`config.mk`:
```
export PLATFORM = sky130hd
export DESIGN_NAME = rf_scoreboard_mp_flat
export DESIGN_NICKNAME = d
export VERILOG_FILES = /design/src/rtl/rf_scoreboard_mp_if.sv /design/src/rtl/rf_scoreboard_mp.sv /design/src/flat_wrapper.sv
export SDC_FILE = /design/constraint.sdc
export NUM_CORES = 2
export LEC_CHECK = 0
export BUFFER_PORTS_ARGS = -buffer_cell sky130_fd_sc_hd__buf_2
export CAP_MARGIN = 20
export CORE_ASPECT_RATIO = 1.2
export CORE_MARGIN = 4
export CORE_UTILIZATION = 50
export CTS_BUF_LIST = sky130_fd_sc_hd__clkbuf_16
export DETAILED_ROUTE_END_ITERATION = 8
export PLACE_DENSITY = 0.62
export RECOVER_POWER = 50
export SLEW_MARGIN = 20
export SYNTH_ARGS = -nofsm -noshare
export SYNTH_HDL_FRONTEND = slang
export SYNTH_SLANG_ARGS = --single-unit
```
`constraint.sdc`:
```
create_clock -name clk -period 3.65 [get_ports clk]
set_input_delay 0.1825 -clock clk [delete_from_list [all_inputs] [get_ports clk]]
set_output_delay 0.1825 -clock clk [all_outputs]
set_load 0.01 [all_outputs]
```
`src/rtl/rf_scoreboard_mp_if.sv`:
```
// Bundle of read, writeback, allocation and flush signals for rf_scoreboard_mp.
// The master modport is the pipeline side (decode, writeback, hazard unit). The slave modport is the register file.
interface rf_scoreboard_mp_if #(
  parameter int DATA_WIDTH = 32,
  parameter int ADDR_WIDTH = 5,
  parameter int NUM_RD     = 2
);
  // Handshake: decode holds alloc_en/alloc_addr stable and watches alloc_ok, which is combinational.
  // An allocation is accepted on a rising edge where alloc_en and alloc_ok are both high.
  // If it is refused, decode retries on a later cycle. The rd_*, busy_vec, we and flush signals carry no handshake.
  logic [NUM_RD*ADDR_WIDTH-1:0] rd_addr;
  logic [NUM_RD*DATA_WIDTH-1:0] rd_data;
  logic [NUM_RD-1:0]            rd_busy;
  logic                         we;
  logic [ADDR_WIDTH-1:0]        wa;
  logic [DATA_WIDTH-1:0]        wd;
  logic                         alloc_en;
  logic [ADDR_WIDTH-1:0]        alloc_addr;
  logic                         alloc_ok;
  logic                         flush;
  logic [(1<<ADDR_WIDTH)-1:0]   busy_vec;

  modport master (
    output rd_addr, we, wa, wd, alloc_en, alloc_addr, flush,
    input  rd_data, rd_busy, alloc_ok, busy_vec
  );

  modport slave (
    input  rd_addr, we, wa, wd, alloc_en, alloc_addr, flush,
    output rd_data, rd_busy, alloc_ok, busy_vec
  );
endinterface

```
`src/rtl/rf_scoreboard_mp.sv`:
```
// Multi-read-port register file with a per-register busy scoreboard for decode and writeback.
// Optional macro RF_SCB_BYPASS_EN enables write-through bypass on the read ports.
module rf_scoreboard_mp #(
  parameter int DATA_WIDTH = 32,
  parameter int ADDR_WIDTH = 5,
  parameter int NUM_RD     = 2,   // legal range 1..4
  parameter int ZERO_REG   = 1
) (
  input  logic                 clk,
  input  logic                 rst_n,
  rf_scoreboard_mp_if.slave    bus
);
  localparam int DEPTH = 1 << ADDR_WIDTH;

  logic [DATA_WIDTH-1:0]        r_regs [DEPTH];
  logic [DEPTH-1:0]             r_busy;

  logic                         w_wr_ok;
  logic                         w_alloc_ok;
  logic                         w_alloc_set;
  logic [DEPTH-1:0]             w_busy_nxt;
  logic [NUM_RD*DATA_WIDTH-1:0] w_rd_data;
  logic [NUM_RD-1:0]            w_rd_busy;
  logic [ADDR_WIDTH-1:0]        w_raddr;

  // A hardwired zero register swallows writes and never records a producer.
  assign w_wr_ok     = bus.we && !((ZERO_REG != 0) && (bus.wa == '0));
  assign w_alloc_ok  = bus.alloc_en &&
                       (!r_busy[bus.alloc_addr] || (bus.we && (bus.wa == bus.alloc_addr)));
  assign w_alloc_set = w_alloc_ok && !((ZERO_REG != 0) && (bus.alloc_addr == '0));

  // Set beats clear: a same-cycle allocation names a new producer. Flush beats both.
  always_comb begin
    w_busy_nxt = r_busy;
    if (w_wr_ok) w_busy_nxt[bus.wa] = 1'b0;
    if (bus.flush) begin
      w_busy_nxt = '0;
    end else if (w_alloc_set) begin
      w_busy_nxt[bus.alloc_addr] = 1'b1;
    end
    if (ZERO_REG != 0) w_busy_nxt[0] = 1'b0;
  end

  always_ff @(posedge clk or negedge rst_n) begin
    if (!rst_n) begin
      r_busy <= '0;
    end else begin
      r_busy <= w_busy_nxt;
    end
  end

  always_ff @(posedge clk or negedge rst_n) begin
    if (!rst_n) begin
      for (int i = 0; i < DEPTH; i++) r_regs[i] <= '0;
    end else if (w_wr_ok) begin
      r_regs[bus.wa] <= bus.wd;
    end
  end

  always_comb begin
    w_rd_data = '0;
    w_rd_busy = '0;
    w_raddr   = '0;
    for (int k = 0; k < NUM_RD; k++) begin
      w_raddr = bus.rd_addr[k*ADDR_WIDTH +: ADDR_WIDTH];
      w_rd_data[k*DATA_WIDTH +: DATA_WIDTH] = r_regs[w_raddr];
      w_rd_busy[k] = r_busy[w_raddr];
`ifdef RF_SCB_BYPASS_EN
      // A write in flight is visible now. The register stays busy only if it is being reallocated.
      if (w_wr_ok && (w_raddr == bus.wa)) begin
        w_rd_data[k*DATA_WIDTH +: DATA_WIDTH] = bus.wd;
        w_rd_busy[k] = w_alloc_ok && (bus.alloc_addr == bus.wa);
      end
`endif
      if ((ZERO_REG != 0) && (w_raddr == '0)) begin
        w_rd_data[k*DATA_WIDTH +: DATA_WIDTH] = '0;
        w_rd_busy[k] = 1'b0;
      end
    end
  end

  assign bus.rd_data  = w_rd_data;
  assign bus.rd_busy  = w_rd_busy;
  assign bus.alloc_ok = w_alloc_ok;
  assign bus.busy_vec = r_busy;
endmodule
```
`src/flat_wrapper.sv`:
```
// flat-port wrapper written by rule: the top's interface ports become plain ports
module rf_scoreboard_mp_flat 
#(
  parameter int DATA_WIDTH = 32,
  parameter int ADDR_WIDTH = 5,
  parameter int NUM_RD     = 2,                      
  parameter int ZERO_REG   = 1
)
  (clk, rst_n, bus_rd_addr, bus_we, bus_wa, bus_wd, bus_alloc_en, bus_alloc_addr, bus_flush, bus_rd_data, bus_rd_busy, bus_alloc_ok, bus_busy_vec);
  rf_scoreboard_mp_if #(.DATA_WIDTH(DATA_WIDTH), .ADDR_WIDTH(ADDR_WIDTH), .NUM_RD(NUM_RD)) bus_i ();
  input  logic clk;
  input  logic rst_n;
  input wire logic [$bits(bus_i.rd_addr)-1:0] bus_rd_addr;
  input wire logic [$bits(bus_i.we)-1:0] bus_we;
  input wire logic [$bits(bus_i.wa)-1:0] bus_wa;
  input wire logic [$bits(bus_i.wd)-1:0] bus_wd;
  input wire logic [$bits(bus_i.alloc_en)-1:0] bus_alloc_en;
  input wire logic [$bits(bus_i.alloc_addr)-1:0] bus_alloc_addr;
  input wire logic [$bits(bus_i.flush)-1:0] bus_flush;
  output wire logic [$bits(bus_i.rd_data)-1:0] bus_rd_data;
  output wire logic [$bits(bus_i.rd_busy)-1:0] bus_rd_busy;
  output wire logic [$bits(bus_i.alloc_ok)-1:0] bus_alloc_ok;
  output wire logic [$bits(bus_i.busy_vec)-1:0] bus_busy_vec;
  assign bus_i.rd_addr = bus_rd_addr;
  assign bus_i.we = bus_we;
  assign bus_i.wa = bus_wa;
  assign bus_i.wd = bus_wd;
  assign bus_i.alloc_en = bus_alloc_en;
  assign bus_i.alloc_addr = bus_alloc_addr;
  assign bus_i.flush = bus_flush;
  assign bus_rd_data = bus_i.rd_data;
  assign bus_rd_busy = bus_i.rd_busy;
  assign bus_alloc_ok = bus_i.alloc_ok;
  assign bus_busy_vec = bus_i.busy_vec;
  rf_scoreboard_mp #(.DATA_WIDTH(DATA_WIDTH), .ADDR_WIDTH(ADDR_WIDTH), .NUM_RD(NUM_RD), .ZERO_REG(ZERO_REG)) u_core (.clk(clk), .rst_n(rst_n), .bus(bus_i));
endmodule
```
======== After elaboration in Yosys (flattened, before gate mapping) ========
Cells that the tools add are included.
storage, ports and cells
  bits in registers ....................... 1055
  bits of input ports ..................... 57
  output and inout port bits .............. 99
  logic and storage cells ................. 91
cells by class
  order comparisons ....................... 10
  eq/ne operators ......................... 1
  mux-type cells .......................... 26
  bitwise logic cells ..................... 6
  reductions and logical operators ........ 15
operators by type and width
  kind                count
  $bwmux 1024         1
  $bmux 32 s5         2
  $mux 32             10
  $demux 32 s5        1
  $and 32x32->32      1
  $not 32->32         1
  $or 32x32->32       1
  $lt 5x6->1 const B  4
  $logic_not 5->1     4
  $ge 6x6->1 const B  3
  $not 5->6           3
  $bmux 1 s5          3
  $demux 1 s5         2
  $ge 5x1->1 const B  2
  $logic_and 1x1->1   7
  $mux 1              7
  $lt 6x1->1 const B  1
  $eq 5x5->1          1
  $logic_not 1->1     3
  $logic_or 1x1->1    1

======== Depth between registers and ports, before layout ========
  depth in word-level cells ............... 10
  depth in mapped cells ................... 8
  mapped depth without buffers ............ 5

======== Worst setup path after synthesis ========
No wires, ideal clock.
  kind .................................... input-to-output
  start point ............................. input port bus_rd_addr[6]
  end point ............................... output port bus_rd_data[40]
  arrival ................................. 1.859 ns
  required time ........................... 3.467 ns
  path slack .............................. 1.609 ns
  stages on the path ...................... 7
  buffers on the path ..................... 3
  path through ............................ buf_2 -> clkbuf_1 -> buf_1 -> mux4_2 -> mux4_2 -> nand2_1 -> o21ai_1
between the ends
  word-level cells in the longest chain between the ends .. 5
  elaborated cells between the ends (all ways) .. 6
  those cells by class .................... mux: 4; bitwise: 1; reduce/logical: 1
RTL lines
  item                                         line                    source
  start: declaration                           flat_wrapper.sv:13      input wire logic [$bits(bus_i.rd_addr)-1:0] bus_rd_addr;
  $not 5->6 (not written as such)              rf_scoreboard_mp.sv:66  w_rd_data[k*DATA_WIDTH +: DATA_WIDTH] = r_regs[w_raddr];
  $bmux 32 s5                                  rf_scoreboard_mp.sv:66
  $mux 32 (not written as such) (2 in series)  rf_scoreboard_mp.sv:66
  $mux 32 (*)                                  rf_scoreboard_mp.sv:75  if ((ZERO_REG != 0) && (w_raddr == '0)) begin
  end: declaration                             flat_wrapper.sv:20      output wire logic [$bits(bus_i.rd_data)-1:0] bus_rd_data;
Every way passes the cells marked *; elsewhere a longest branch is shown, timed or not. The select of a mux whose other input is x is not followed.

======== Worst setup path after layout ========
  start point ............................. input port bus_wa[2]
  end point ............................... register u_core.r_regs[783] (netlist bit)
between the ends
  word-level cells in the longest chain between the ends .. 6
  elaborated cells between the ends (all ways) .. 10
  those cells by class .................... order compare: 2; mux: 3; bitwise: 1; reduce/logical: 4
RTL lines
  item                                                            line                    source
  start: declaration                                              flat_wrapper.sv:15      input wire logic [$bits(bus_i.wa)-1:0] bus_wa;
  $not 5->6 (not written as such)                                 rf_scoreboard_mp.sv:56  r_regs[bus.wa] <= bus.wd;
  $ge 6x6->1 (not written as such) or $lt 6x1->1 (tied branches)  rf_scoreboard_mp.sv:56
  $logic_and 1x1->1 (not written as such)                         rf_scoreboard_mp.sv:56
  $mux 32 (not written as such)                                   rf_scoreboard_mp.sv:56
  $demux 32 s5                                                    rf_scoreboard_mp.sv:56
  $bwmux 1024                                                     rf_scoreboard_mp.sv:56
  end signal: indexed assignment                                  rf_scoreboard_mp.sv:56
  end: declaration                                                rf_scoreboard_mp.sv:15  logic [DATA_WIDTH-1:0] r_regs [DEPTH];
Several ways; a longest one is shown, not always the timed one.
A chain may end at the register's enable or synchronous reset.

==> impl_metrics.json <==
{
  "synth.distinct_cells": 44,
  "ir_worst_vdd_v": 0.0003898,
  "setup_violations": 0,
  "internal_power_w": 0.02501,
  "grt_pass1_wl_um": 260600,
  "initial_core_util_pct": 50.49,
  "crit_required_ns": 4.24,
  "grt_usage_pct": 30.21,
  "viasPerCell": 6.769,
  "cts_tree": "yes",
  "clk_latency_ns": 0.72,
  "comb_power_share_pct": 20.9,
  "cp_max_fo": 18,
  "clock_path_buffers": 3,
  "first_pass_iters": 6,
  "via_count": 34730,
  "synth_warnings": 0,
  "overflow": 0,
  "core_area_um2": 111700,
  "fin_skew_ns": 0.005241,
  "cts_num_sinks": 1055,
  "antenna_left": 0,
  "critPathKind": "in -> reg",
  "power.net_switching_w": 0.009285,
  "post_layout_nonfiller_instances": 5130,
  "drive_above_1_share_pct": 58.71,
  "drv_cap": 17,
  "wl_um": 176000,
  "ios": 156,
  "nets": 3593,
  "syn-instance-count": 3532,
  "finalCritPeriodShare_pct": 89.70,
  "io_buffers": 154,
  "layout_setup_ws_ns": 0.3759,
  "hold_viol_final": 0,
  "hold_path.class": "in -> reg",
  "cts_max_level": 3,
  "power.density_nw_per_um2": 546.9,
  "clkPwrFrac_pct": 34.1,
  "post-route-util_pct": 56.16,
  "dpl.hpwl_um": 100600,
  "dr.first_iter.drc_count": 3100,
  "start_kind": "primary input",
  "slew_headroom_pct": -84.89,
  "period_needed_ns": 3.274,
  "cts-hold-fix-buffers": 6,
  "rsz0062_at_grt": "no",
  "die_area_um2": 118200,
  "row_count": 134,
  "grt_pass1_vias": 37810,
  "leakagePower_nw": 26.95,
  "p_seq_share_pct": 45.0,
  "yosysSeqAreaShare_pct": 46.83,
  "crit_arrival_ns": 3.86,
  "syn_nets": 3589,
  "drc": 0,
  "setup_tns_ns": 0,
  "grt_max_degree": 96,
  "routabilityCongestion": 0.8268,
  "multiInputGateArea_um2": 28040,
  "cts-root-buf": "clkbuf_16",
  "syn_to_final_growth_pct": 11.23,
  "violations": "capacitance limit, slew limit",
  "wl_per_cell_um": 34.30,
  "dp_slack_ns": 0.6657,
  "worst_pin_slew_ns": 2.773,
  "netSwitchingFraction_pct": 27.07,
  "dpl.cell_count": 4912,
  "crit_path_end_kind": "register",
  "cts_setup_buffers": 0,
  "drv_slew": 677,
  "clk_pin_slew_ns": 0.06,
  "avgSynthCellArea_um2": 15.96,
  "post_cts_resized": 0,
  "fillers": 8787,
  "die_w_um": 314.5,
  "antenna_found_initial": 10,
  "die_h_um": 375.8,
  "ff_latch_area_um2": 26400,
  "synth_area_um2": 56380,
  "max_freq_mhz": 305.4,
  "status": "finished, violations left",
  "cts_buffers": 112,
  "synth_seq_cells": 1055
}
==> flip-flops by register name (all words and copies together) (netlist names) <==
register and cells:
u_core.r_regs 1024, u_core.bus.busy_vec 31
==> critical path, cell delays in order <==
cell	delay (ns)
clkbuf_1	0.72
nand2_1	0.22
nor4_1	0.47
clkbuf_1	1.76
mux2_2	0.47
==> cells by family (layout without fill, tap and decap cells) <==
family / after synthesis / in the layout / share of synthesized area, %
multiplexers: 1667 / 1667 / 46.46
flip-flops: 1055 / 1055 / 46.83
buffers and inverters: 487 / 585 / 3.779
AND/OR/NAND/NOR: 208 / 208 / 1.729
AO/OA/AOI/OAI: 109 / 109 / 1.121
XOR/XNOR: 5 / 5 / 0.07767
other: 1 / 5 / 0.006651
==> cell usage after synthesis, drive strengths merged <==
cell    number  area share [%]
mux2i        8            0.14
conb         1          0.0067
nand2b       5           0.055
nor4         3           0.044
o32ai       13            0.20
nor3        11            0.11
a31o         1           0.016
nand3        3           0.027
mux4       660              26
dfrtp     1055              47
nor3b        2           0.036
xor2         1           0.016
or2          1           0.011
a41oi        1           0.029
o21ai       85            0.75
nor2        22            0.15
mux2       999              20
o31ai        1           0.013
and3b        1           0.016
nor2b       10            0.11
a211oi       1           0.013
nand3b      16            0.21
a21oi        1          0.0089
inv         81            0.54
or3b         2           0.031
xnor2        4           0.062
o41ai        2           0.031
or3          2           0.022
buf        205             1.9
and3         1           0.011
and2         1           0.011
nor4b        2           0.031
nand2      122            0.81
o22ai        2           0.022
clkbuf     201             1.3
a221oi       2           0.031
nand4        4           0.044
==> cells in the final DEF, fill, tap and decap left out, types with 19 or more instances in the layout <==
cell | Yosys | routed
buf_12 | 0 | 44
buf_2 | 122 | 144
buf_4 | 18 | 62
clkbuf_1 | 201 | 19
clkbuf_16 | 0 | 113
clkinv_1 | 0 | 19
clkinv_2 | 0 | 23
dfrtp_1 | 1055 | 1055
inv_1 | 81 | 104
mux2_2 | 999 | 999
mux4_2 | 660 | 660
nand2_1 | 122 | 109
o21ai_0 | 21 | 21
o21ai_1 | 64 | 64
==> final timing paths <==
check | from | end | slack, ns | depth (start not counted)
min in group asynchronous | rst_n | u_core.bus.busy_vec[31]$_DFF_PN0_ | 0.14 | 2
worst max-delay path | bus_wa[2] | u_core.r_regs[783]$_DFFE_PN0P_ | 0.38 | 5
max in group asynchronous | rst_n | u_core.r_regs[82]$_DFFE_PN0P_ | 0.83 | 3
worst min register to register | u_core.r_regs[999]$_DFFE_PN0P_ | u_core.r_regs[999]$_DFFE_PN0P_ | 0.39 | 0
worst min-delay path | bus_alloc_addr[2] | u_core.bus.busy_vec[29]$_DFF_PN0_ | 0.07 | 4
worst max register to register | u_core.bus.busy_vec[31]$_DFF_PN0_ | u_core.bus.busy_vec[4]$_DFF_PN0_ | 1.01 | 5
==> through the flow <==
step                      cell area [µm²]  power (W)  hold slack (ns)
after floorplan                     56380    0.02046          -0.1131
after global placement              59220    0.02229           0.3529
after detailed placement            59220    0.02280           0.3588
after CTS                           63000    0.03454         0.005925
after global routing                62710    0.03572          0.08993
final                               62710    0.03430          0.06645
==> power by group through the flow <==
| stage | Clock [W] | Sequential, W | Combinational (W) |
|---|---|---|---|
| after floorplan | 0 | 0.0150 | 0.00545 |
| after global placement | 0 | 0.0153 | 0.00700 |
| after detailed placement | 0 | 0.0156 | 0.00722 |
| after CTS | 0.0119 | 0.0154 | 0.00725 |
| after global routing | 0.0124 | 0.0157 | 0.00765 |
| final | 0.0117 | 0.0154 | 0.00716 |
==> final cells by class <==
class | count | area share, %
multi-input cells | 1990 | 44.71
flip-flops and latches | 1055 | 42.10
clock buffers | 113 | 4.509
repair buffers | 296 | 3.773
well taps | 1496 | 2.985
clock inverters | 95 | 1.425
inverters | 81 | 0.4848
diodes | 4 | 0.01596
==> per-layer routing <==
layer	routed length, µm	track usage, %	vias up	part of all wire [%]
met4	6904	11.05	0	3.9
li1	-	-	13670	-
met5	0	0	-	0
met3	12000	5.342	367	6.8
met2	85640	48.94	1490	49
met1	71410	41.43	19200	41
(Power assumes the default switching activity.)
